===== config.mk =====
export PLATFORM = sky130hd
export DESIGN_NAME = pipe_adder
export DESIGN_NICKNAME = d
export VERILOG_FILES = /design/src/rtl/pipe_adder.sv
export SDC_FILE = /design/constraint.sdc
export NUM_CORES = 1
export LEC_CHECK = 0
export CORE_MARGIN = 1.5
export CORE_UTILIZATION = 61
export DETAILED_ROUTE_END_ITERATION = 7
export GPL_TIMING_DRIVEN = 0
export PLACE_DENSITY = 0.87
export RECOVER_POWER = 100
export SLEW_MARGIN = 20
export SYNTH_ARGS = -nofsm -noshare
export SYNTH_HDL_FRONTEND = slang
export SYNTH_SLANG_ARGS = --single-unit

===== constraint.sdc =====
create_clock -name clk -period 9.95 [get_ports clk]
set_input_delay 0.995 -clock clk [delete_from_list [all_inputs] [get_ports clk]]
set_output_delay 0.995 -clock clk [all_outputs]
set_load 0.03 [all_outputs]

===== src/rtl/pipe_adder.sv =====
// pipe_adder: segmented pipelined adder/subtractor, one SEG-bit segment per stage,
// valid/ready handshake with global stall and NZCV-style flags on the output register.
module pipe_adder #(
  parameter int WIDTH = 32,
  parameter int SEG = 8
) (
  input  logic             clk,
  input  logic             rst_n,
  input  logic             in_valid,
  output logic             in_ready,
  input  logic [WIDTH-1:0] a,
  input  logic [WIDTH-1:0] b,
  input  logic             cin,
  input  logic             sub,
  output logic             out_valid,
  input  logic             out_ready,
  output logic [WIDTH-1:0] sum,
  output logic             cout,
  output logic             ovf,
  output logic             zero,
  output logic             neg
);
  localparam int NSEG = WIDTH / SEG;
  logic [NSEG-1:0]  v;
  logic [NSEG-1:0]  c_r;
  logic [NSEG-1:0]  cn;
  logic [WIDTH-1:0] a_r [NSEG];
  logic [WIDTH-1:0] b_r [NSEG];
  logic [WIDTH-1:0] s_r [NSEG];
  logic [WIDTH-1:0] sn  [NSEG];
  logic             cy;
  logic             cm;
  logic             adv;
  assign adv = !out_valid || out_ready;
  assign in_ready = adv;
  // Stage k resolves bits [k*SEG +: SEG]; cm keeps the carry into the MSB for overflow.
  always_comb begin
    cy = 1'b0;
    cm = 1'b0;
    cn = '0;
    for (int k = 0; k < NSEG; k++) begin
      sn[k] = s_r[k];
      cy = c_r[k];
      for (int i = k * SEG; i < (k + 1) * SEG; i++) begin
        if (i == WIDTH - 1) cm = cy;
        sn[k][i] = (a_r[k][i] ^ b_r[k][i]) ^ cy;
        cy = (a_r[k][i] & b_r[k][i]) | ((a_r[k][i] ^ b_r[k][i]) & cy);
      end
      cn[k] = cy;
    end
  end
  always_ff @(posedge clk or negedge rst_n) begin
    if (!rst_n) begin
      v <= '0;
      c_r <= '0;
      for (int k = 0; k < NSEG; k++) begin
        a_r[k] <= '0;
        b_r[k] <= '0;
        s_r[k] <= '0;
      end
      out_valid <= 1'b0;
      sum <= '0;
      cout <= 1'b0;
      ovf <= 1'b0;
      zero <= 1'b0;
      neg <= 1'b0;
    end else if (adv) begin
      v[0] <= in_valid;
      a_r[0] <= a;
      b_r[0] <= sub ? ~b : b;
      c_r[0] <= sub | cin;
      s_r[0] <= '0;
      for (int k = 1; k < NSEG; k++) begin
        v[k] <= v[k-1];
        a_r[k] <= a_r[k-1];
        b_r[k] <= b_r[k-1];
        c_r[k] <= cn[k-1];
        s_r[k] <= sn[k-1];
      end
      out_valid <= v[NSEG-1];
      sum <= sn[NSEG-1];
      cout <= cn[NSEG-1];
      ovf <= cm ^ cn[NSEG-1];
      zero <= sn[NSEG-1] == '0;
      neg <= sn[NSEG-1][WIDTH-1];
    end
  end
endmodule


==> summary.txt, run 1 <==
Status
  • Status: finished, violations left
  • Failing checks: capacitance limit, slew limit

CTS
  • Root Driver: clkbuf_16
  • TritonCTS clock tree: yes
  • CTS buffer count: 24
  • # hold bufs at CTS: 0
  • Clock slew at reported path FFs: about 0.060 ns
  • Clk sink count: 252
  • # H-tree levels: 1
  • Clock tree buffer depth: 3
  • Setup bufs post-CTS: 0
  • Cts repair resizes: 0
  • Worst-skew pair later-pin latency: between 0.5 and 0.6 ns

Place
  • Placer Congestion: 0.828
  • Port Buffers: around 110
  • Post-DP HPWL: about 17 mm
  • Placed Instances: 1,439

Final layout
  • Non-Filler Instances: around 1,500
  • Reg area: 6310 µm²
  • Nets: about 1,300
  • Multi-input gate area: around 3700 µm²
  • Fillers: 1,124
  • Diodes inserted: 0
  • Area Overhead vs Synth: 18.9%
  • Layout cells sized above 1: 0.0570

Synth
  • Synth Register Bits: approximately 250
  • Fraction of registers with async set/reset: 1.00
  • Number of flops mapped to enable cells by yosys: 0
  • Mapped Area: between 10,000 and 15,000 µm²
  • Post-synthesis cell type count: 20
  • Sequential share of the synthesized area: 0.596
  • Leading register cell type out of synthesis: dfrtp_1
  • Synth warn: 0
  • Avg Inst Size Synth: between 9 and 10 µm²
  • Post-synthesis instance total: approximately 1,100
  • Syn Nets: around 1,200

Timing
  • Fmax achieved: around 190 MHz
  • Hold Slack: ~0.46 ns
  • Hold Fails Final Rpt: 0
  • Period minus WS final: 5.37 ns
  • Slew margin rel.: -1.08
  • Worst-Margin Slew: 3.12 ns
  • Final Max Tran Viols: 57
  • RSZ-0062 raised after global routing: no
  • Period utilisation layout: 0.540
  • Final setup vio count: 0
  • Setup TNS: 0 ns
  • Clock Skew: between 0.01 and 0.015 ns

Routing
  • Vias per cell: 5.34
  • Vias post-DR: 7,921
  • DRT antenna net count: 0
  • Initial DRC Count: 510
  • # DRC: 0
  • First-pass detailed-route iteration total: 5
  • Per-cell routed wire length: around 17 µm
  • WL final: roughly 25 mm

Global routing
  • Largest net degree at the start of global routing: between 100 and 150
  • Antenna violations before repair: 0
  • Grt total ovfl: 0
  • Total track usage: 0.287
  • Vias in the first global route: around 8,100
  • First-pass GRT wire length: approximately 40 mm

Power
  • Leak Pwr: approximately 6.4 nW
  • Maximum vdd ir drop: 0.000199 V
  • Power per cell area: between 300 and 400 nW/µm²

Floorplan
  • Die area: ~18,000 µm²
  • Starting Density: 0.631
  • Die extent in x: between 100 and 150 µm
  • Cell row count: 47
  • Core Box Area: 16,800 µm²
  • Die Y: ~130 µm
  • Top-level port count: 108

Run
  • Max-cap violations: 1

Worst setup path
  • CP endpoint kind: output pin
  • Setup CP Type: input port to output pin
  • CP Max Fanout: 10
  • WP data arrival: 4.38 ns
  • WP data required: between 8 and 9 ns
  • Critical Path Source Type: input port

Hold path
  • Min-delay worst type: flip-flop to flip-flop
[power breakdown]
part	internal, mW	switching, mW
Combinational	0.579	0.983
Clock	0.549	0.384
Sequential	1.48	0.299
Total	2.61	1.67
[metrics by stage]
step	util	cell area [µm²]	power (mW)	setup slack, ns
2_1_floorplan	-	10600	2.76	6.25
3_3_place_gp	0.711	11900	3.27	-2.26
3_5_place_dp	0.715	12000	3.37	5.98
4_1_cts	0.763	12800	4.37	5.93
5_1_grt	0.751	12600	4.54	4.45
6_report	0.751	12600	4.28	4.58
[synthesized netlist by cell type, types with 7 or more instances]
master | number | share of area
buf_2 | 26 | 0.012
buf_4 | 11 | 0.0078
xnor2_1 | 30 | 0.025
nor2_1 | 14 | 0.0050
inv_1 | 28 | 0.0099
dfrtp_1 | 252 | 0.60
nor4_1 | 7 | 0.0041
buf_6 | 15 | 0.016
fa_1 | 32 | 0.061
clkbuf_1 | 7 | 0.0025
a21oi_2 | 13 | 0.011
o21ai_0 | 48 | 0.023
nand2_1 | 618 | 0.22
[cell usage in the layout, fill, tap and decap left out, types with 25 or more instances in the layout]
master	n
fa_1	32
clkbuf_16	25
nand2_1	618
inv_1	28
dlygate4sd3_1	39
dfrtp_1	252
xnor2_1	30
clkdlybuf4s50_1	66
o21ai_0	48
clkbuf_1	40
[flip-flops by register name, indices dropped and copies added (netlist names)]
signal and count:
s_r 48, ovf 1, out_valid 1, zero 1, v 4, a_r 80
b_r 80, sum 32, c_r 4, cout 1
[worst max-delay path, cell delays in order]
cell and delay [ns]:
dlygate4sd3_1 0.57, nor2b_4 0.11, clkbuf_1 0.52, clkinvlp_2 0.49
clkbuf_1 0.45, clkbuf_1 0.42, dlygate4sd3_1 0.81
[cell type report]
| cell class | instances | share of cell area |
|---|---|---|
| buffer | 60 | 0.0218 |
| sequential | 252 | 0.501 |
| multi-input combinational | 770 | 0.294 |
| timing repair buffer | 108 | 0.0882 |
| clock buffer | 36 | 0.0570 |
| tap | 220 | 0.0219 |
| inverter | 29 | 0.00875 |
| clock inverter | 8 | 0.00716 |
[metal layers]
| metal | track usage | up-vias | part of all wire |
|---|---|---|---|
| met1 | 0.362 | 3866 | 0.39 |
| met3 | 0.0514 | 84 | 0.064 |
| met4 | 0.121 | 0 | 0.040 |
| met5 | 0 | - | 0 |
| met2 | 0.494 | 314 | 0.50 |
| li1 | - | 3657 | - |
[final timing paths]
check	start	end	slack, ns	cells after the start
max	out_ready	in_ready	4.58	7
min	sum[3]	sum[3]	0.46	2
max reg2reg	c_r[3]	zero	5.93	13
min reg2reg	sum[3]	sum[3]	0.46	2
max in group asynchronous	rst_n	s_r[38]	6.47	3
min in group asynchronous	rst_n	b_r[122]	1.50	1
[logic make-up (layout without fill, tap and decap cells)]
kind of cell,Yosys count,after routing,synth area share
simple gates,643,643,0.231
flops,252,252,0.596
buf+inv,89,241,0.0498
compound gates,62,62,0.0350
xor+xnor,33,33,0.0273
fa+ha+maj,32,32,0.0605
(Power assumes the default switching activity.)
==> run 2, diff against run 1 <==
--- a/config.mk
+++ b/config.mk
@@ -6,10 +6,10 @@
 export NUM_CORES = 1
 export LEC_CHECK = 0
 export CORE_MARGIN = 1.5
-export CORE_UTILIZATION = 61
+export CORE_UTILIZATION = 51
 export DETAILED_ROUTE_END_ITERATION = 7
 export GPL_TIMING_DRIVEN = 0
-export PLACE_DENSITY = 0.87
+export PLACE_DENSITY = 0.78
 export RECOVER_POWER = 100
 export SLEW_MARGIN = 20
 export SYNTH_ARGS = -nofsm -noshare
==> constraint.sdc (replaced) <==
create_clock -name clk -period 4.84 [get_ports clk]
set_input_delay 0.484 -clock clk [delete_from_list [all_inputs] [get_ports clk]]
set_output_delay 0.484 -clock clk [all_outputs]
set_load 0.03 [all_outputs]
==> run 2 against run 1 <==
The run still ends with capacitance limit, slew limit left. Sequential share of layout area fell by 0.66 points. Clock-buffer cell count rose by 5. Global-route usage fell by 7.0 points. Register-to-register slack got worse by 5.1 ns. Worst setup slack got worse by 3.9 ns. Cell count rose by 3.6%. Total power rose by 100%. Via count fell by 6.1%. Final area rose by 1.3%. Critical path type unchanged.
==> summary.txt, run 2 (synthesis gave the netlist of run 1 again) <==
Floorplan
  • Core Box Area: 20,300 µm² (was 16,800 µm²)
  • Die extent in x: 147 µm (was 135 µm)
  • Starting Density: 0.521 (was 0.631)
  • Top-level port count: 108 (unchanged)
  • Die Y: 147 µm (was 135 µm)
  • Die area: 21,600 µm² (was 18,100 µm²)
  • Cell row count: 52 (was 47)

Global routing
  • First-pass GRT wire length: 37.3 mm (was 40.1 mm)
  • Vias in the first global route: 7,542 (was 8,119)
  • Grt total ovfl: 0 (unchanged)
  • Largest net degree at the start of global routing: 105 (was 106)
  • Antenna violations before repair: 0 (unchanged)
  • Total track usage: 0.217 (was 0.287)

Final layout
  • Nets: 1,350 (was 1,347)
  • Commonest cells after routing, fill and taps aside: nand2_1 (618), dfrtp_1 (252), clkdlybuf4s50_1 (66) (unchanged)
  • Non-Filler Instances: 1,537 (was 1,483)
  • Diodes inserted: 0 (unchanged)
  • Regs by FF count: a_r x80, b_r x80, s_r x48 (unchanged)
  • Design area: 12,800 µm² (was 12,600 µm²)
  • Layout cells sized above 1: 0.0647 (was 0.0570)
  • Area Overhead vs Synth: 20.5% (was 18.9%)
  • Commonest non-fill, non-tap cell in the layout: nand2_1 (unchanged)

Routing
  • DRT antenna net count: 0 (unchanged)
  • Vias post-DR: 7,435 (was 7,921)
  • WL final: 22.4 mm (was 24.7 mm)
  • Per-cell routed wire length: 14.6 µm (was 16.7 µm)
  • Initial DRC Count: 362 (was 510)
  • # DRC: 0 (unchanged)
  • First-pass detailed-route iteration total: 4 (was 5)
  • Vias per cell: 4.84 (was 5.34)

Timing
  • Setup TNS: 0 ns (unchanged)
  • Worst-Margin Slew: 2.21 ns (was 3.12 ns)
  • Final Max Tran Viols: 90 (was 57)
  • Final setup vio count: 0 (unchanged)
  • Hold Fails Final Rpt: 0 (unchanged)
  • Period utilisation layout: 0.864
  • Clock Skew: 0.0113 ns (was 0.0109 ns)
  • Fmax achieved: around 240 MHz
  • RSZ-0062 raised after global routing: no (unchanged)
  • Slew margin rel.: -0.471 (was -1.08)
  • Period minus WS final: 4.18 ns
  • Hold Slack: 0.447 ns (was 0.459 ns)

CTS
  • Setup bufs post-CTS: 0 (unchanged)
  • TritonCTS clock tree: yes (unchanged)
  • Root Driver: clkbuf_16 (unchanged)
  • CTS buffer count: 26 (was 24)
  • Clock tree buffer depth: 3 (unchanged)
  • # hold bufs at CTS: 1 (was 0)
  • Clk sink count: 252 (unchanged)
  • Cts repair resizes: 0 (unchanged)
  • # H-tree levels: 1 (unchanged)
  • Worst-skew pair later-pin latency: 0.52 ns (about the same)
  • Clock slew at reported path FFs: 0.06 ns (about the same)

Status
  • Status: finished, violations left (unchanged)
  • Failing checks: capacitance limit, slew limit (unchanged)

Place
  • Port Buffers: 106 (unchanged)
  • Placer Congestion: 0.797 (was 0.828)
  • Placed Instances: 1,489 (was 1,439)
  • Post-DP HPWL: 16.1 mm (was 16.7 mm)
  • Placed Area: 12,000 µm² (about the same)

Worst setup path
  • Critical Path Source Type: input port (unchanged)
  • CP Max Fanout: 10 (unchanged)
  • Setup CP Type: input port to output pin (unchanged)
  • WP data arrival: 3.70 ns (was 4.38 ns)
  • CP endpoint kind: output pin (unchanged)
  • WP data required: 4.36 ns (was 8.96 ns)

Hold path
  • Min-delay worst type: input port to flip-flop (was flip-flop to flip-flop)

Run
  • Max-cap violations: 1 (unchanged)

Power
  • Maximum vdd ir drop: 0.000282 V (was 0.000199 V)
  • Power per cell area: 687 nW/µm² (was 340 nW/µm²)
  • Leak Pwr: 6.44 nW (was 6.38 nW)
-- run 2: cell types whose count changed in the layout (fill, tap and decap cells not counted), sizes merged --
cell         before  now
dlygate4sd3      39   40
inv              28   29
clkbuf           71   75
clkinv            6    3
buf              28   29
-- run 2: power breakdown --
part           switching [mW]  internal [mW]
logic                    1.88           1.18
registers               0.589           3.05
clock network           0.791           1.26
total                    3.26           5.49
-- run 2: path summary, 6_finish.rpt --
| kind | from | to | slack, ns | depth (start not counted) |
|---|---|---|---|---|
| max reg2reg | c_r[3] | zero | 0.88 | 13 |
| min in group asynchronous | rst_n | b_r[89] | 1.14 | 2 |
| min | sub | b_r[127] | 0.45 | 3 |
| max | out_ready | in_ready | 0.66 | 7 |
| min reg2reg | sum[14] | sum[14] | 0.46 | 2 |
| max in group asynchronous | rst_n | sum[0] | 1.13 | 4 |
-- run 2: per-layer routing --
layer	part of all wire	up-vias	track usage	wire, µm
met1	0.45	3574	0.295	10100
met2	0.50	161	0.369	11100
li1	-	3670	-	-
met4	0.016	0	0.0560	347
met3	0.039	30	0.0311	867
met5	0	-	0	0
-- run 2: worst max-delay path, cell delays in order --
cell	delay, ns
dlygate4sd3_1	0.57
nor2b_4	0.10
clkbuf_1	0.56
clkinvlp_2	0.51
clkbuf_1	0.46
buf_6	0.30
dlygate4sd3_1	0.70
-- run 2: layout make-up --
| cell class | count | area (µm²) |
|---|---|---|
| multi-input cells | 770 | 3710 |
| fillers | 1720 | 7540 |
| clock buffers | 41 | 818 |
| flip-flops and latches | 252 | 6310 |
| repair buffers | 109 | 1100 |
| inverters | 29 | 110 |
| plain buffers | 60 | 283 |
| clock inverters | 6 | 83.8 |
| well taps | 270 | 338 |
-- run 2: metrics by stage --
step           power [mW]  setup WS, ns   util
3_5_place_dp         6.91         0.901  0.593
4_1_cts              9.01         0.890  0.638
6_report             8.76         0.658  0.628
2_1_floorplan        5.68          1.14      -
3_3_place_gp         6.75         -6.98  0.590
5_1_grt              9.39         0.495  0.628
==> run 3, diff against run 2 <==
--- a/config.mk
+++ b/config.mk
@@ -6,10 +6,10 @@
 export NUM_CORES = 1
 export LEC_CHECK = 0
 export CORE_MARGIN = 1.5
-export CORE_UTILIZATION = 51
+export CORE_UTILIZATION = 61
 export DETAILED_ROUTE_END_ITERATION = 7
 export GPL_TIMING_DRIVEN = 0
-export PLACE_DENSITY = 0.78
+export PLACE_DENSITY = 0.87
 export RECOVER_POWER = 100
 export SLEW_MARGIN = 20
 export SYNTH_ARGS = -nofsm -noshare
==> constraint.sdc (replaced) <==
create_clock -name clk -period 5.29 [get_ports clk]
set_input_delay 0.529 -clock clk [delete_from_list [all_inputs] [get_ports clk]]
set_output_delay 0.529 -clock clk [all_outputs]
set_load 0.03 [all_outputs]
==> run 3 against run 2 <==
The flow still finishes with violations (capacitance limit, slew limit). Worst setup slack improved by 0.17 ns. Clock power fell by 15%. Hold slack improved by 0.013 ns. Wire length rose by 10%. Combinational power fell by 4%. Clock skew barely moved. Critical path depth did not move. Via count rose by 6.8%. Register-to-register slack improved by 0.38 ns. Cell count fell by 3.4%. Sequential share of layout area rose by 0.62 points. Largest cell class unchanged.
==> summary.txt, run 3 (synthesis gave the netlist of run 1 again) <==
CTS
  • Root Driver: clkbuf_16 (unchanged)
  • CTS buffer count: 24 (was 26)
  • Clock tree buffer depth: 3 (unchanged)
  • Cts repair resizes: 0 (unchanged)
  • Setup bufs post-CTS: 0 (unchanged)
  • TritonCTS clock tree: yes (unchanged)
  • Clock slew at reported path FFs: 0.06 ns (about the same)
  • Worst-skew pair later-pin latency: 0.52 ns (about the same)
  • Clk sink count: 252 (unchanged)
  • # H-tree levels: 1 (unchanged)
  • # hold bufs at CTS: 1 (unchanged)

Power
  • Power per cell area: 639 nW/µm² (was 687 nW/µm²)
  • Maximum vdd ir drop: 0.000373 V (was 0.000282 V)
  • Total power: 8.05 mW (was 8.76 mW)
  • Leak Pwr: 6.39 nW (was 6.44 nW)

Routing
  • DRT antenna net count: 0 (unchanged)
  • Vias per cell: 5.35 (was 4.84)
  • # DRC: 0 (unchanged)
  • WL final: 24.7 mm (was 22.4 mm)
  • Vias post-DR: 7,944 (was 7,435)
  • Per-cell routed wire length: 16.7 µm (was 14.6 µm)
  • First-pass detailed-route iteration total: 5 (was 4)
  • Initial DRC Count: 511 (was 362)

Worst setup path
  • Worst path cell trace: dlygate4sd3_1 -> nor2b_4 -> clkbuf_1 -> clkinvlp_2 -> clkbuf_1 -> clkbuf_1 -> dlygate4sd3_1 (was dlygate4sd3_1 -> nor2b_4 -> clkbuf_1 -> clkinvlp_2 -> clkbuf_1 -> buf_6 -> dlygate4sd3_1)
  • Worst Path Buf+Inv: 6 (unchanged)
  • Delay-heaviest family, CP: buffers and inverters (unchanged)
  • Worst path slowest cell: dlygate4sd3_1 (unchanged)
  • Slowest Stage Delay on Critical Path: 0.81 ns (was 0.70 ns)
  • CP Max Fanout: 10 (unchanged)
  • WP data required: 4.76 ns (was 4.36 ns)
  • Setup CP Type: input port to output pin (unchanged)
  • CP endpoint kind: output pin (unchanged)
  • Critical Path Source Type: input port (unchanged)
  • CP most frequent cell: clkbuf_1
  • WP data arrival: 3.93 ns (was 3.70 ns)

Global routing
  • Total track usage: 0.287 (was 0.217)
  • Largest net degree at the start of global routing: 106 (was 105)
  • Antenna violations before repair: 0 (unchanged)
  • Grt total ovfl: 0 (unchanged)
  • First-pass GRT wire length: 40.1 mm (was 37.3 mm)
  • Vias in the first global route: 8,124 (was 7,542)

Timing
  • Slew margin rel.: -1.07 (was -0.471)
  • Hold Fails Final Rpt: 0 (unchanged)
  • Clock Skew: 0.0111 ns (was 0.0113 ns)
  • RSZ-0062 raised after global routing: no (unchanged)
  • Final Max Tran Viols: 57 (was 90)
  • Period utilisation layout: 0.843
  • Fmax achieved: between 200 and 250 MHz
  • Final setup vio count: 0 (unchanged)
  • Worst-Margin Slew: 3.11 ns (was 2.21 ns)
  • Period minus WS final: 4.46 ns

Final layout
  • Regs by FF count: a_r x80, b_r x80, s_r x48 (unchanged)
  • Nets: 1,348 (was 1,350)
  • Layout cells sized above 1: 0.0570 (was 0.0647)
  • Fin util: 0.752 (was 0.628)
  • Commonest non-fill, non-tap cell in the layout: nand2_1 (unchanged)
  • Design area: 12,600 µm² (was 12,800 µm²)
  • Diodes inserted: 0 (unchanged)
  • Area Overhead vs Synth: 19.0% (was 20.5%)
  • Commonest cells after routing, fill and taps aside: nand2_1 (618), dfrtp_1 (252), clkdlybuf4s50_1 (66) (unchanged)

Floorplan
  • Die Y: 135 µm (was 147 µm)
  • Cell row count: 47 (was 52)
  • Core Box Area: 16,800 µm² (was 20,300 µm²)
  • Die extent in x: 135 µm (was 147 µm)
  • Die area: 18,100 µm² (was 21,600 µm²)
  • Starting Density: 0.631 (was 0.521)
  • Top-level port count: 108 (unchanged)

Status
  • Failing checks: capacitance limit, slew limit (unchanged)
  • Status: finished, violations left (unchanged)

Place
  • Placed Area: 12,000 µm² (about the same)
  • Placer Congestion: 0.828 (was 0.797)
  • Port Buffers: 106 (unchanged)
  • Post-DP HPWL: 16.7 mm (was 16.1 mm)

Hold path
  • Min-delay worst type: flip-flop to flip-flop (was input port to flip-flop)

Run
  • Max-cap violations: 1 (unchanged)
-- run 3: stage by stage --
step	std cells	TNS (ns)	hold WS, ns	setup slack, ns
after global placement	1437	-1620.67	0.444	-6.45
after CTS	1484	0	0.468	1.27
final	1484	0	0.459	0.831
after detailed placement	1439	0	0.452	1.32
after floorplan	1111	0	0.233	1.59
after global routing	1484	0	0.479	0.721
-- run 3: final timing paths --
check | start | cells after the start | endpoint | slack [ns]
max | out_ready | 7 | in_ready | 0.83
min in group asynchronous | rst_n | 2 | b_r[122] | 1.58
max in group asynchronous | rst_n | 4 | s_r[38] | 1.73
max reg2reg | c_r[3] | 13 | zero | 1.26
min | sum[3] | 2 | sum[3] | 0.46
min reg2reg | sum[3] | 2 | sum[3] | 0.46
-- run 3: worst min-delay path, cell delays in order, from the launching register on --
cell,delay [ns]
dfrtp_1,0.33
nand2_1,0.05
nand2_1,0.05
-- run 3: metal layers --
metal	vias to the layer above	global-route usage	part of all wire
met2	325	0.494	0.51
li1	3656	-	-
met5	-	0	0
met4	0	0.121	0.040
met1	3876	0.362	0.39
met3	87	0.0514	0.062
-- run 3: report_power, final --
part	total (mW)	internal, mW	switching (mW)
registers	3.36	2.79	0.566
clock network	1.75	1.03	0.720
logic	2.94	1.09	1.85
-- run 3: cell type report --
cell class	instances	area, µm²
Buffer	60	274
Fill cell	1124	4160
Clock buffer	36	717
Sequential cell	252	6310
Inverter	29	110
Timing Repair Buffer	109	1120
Clock inverter	8	90.1
Multi-Input combinational cell	770	3700
Tap cell	220	275
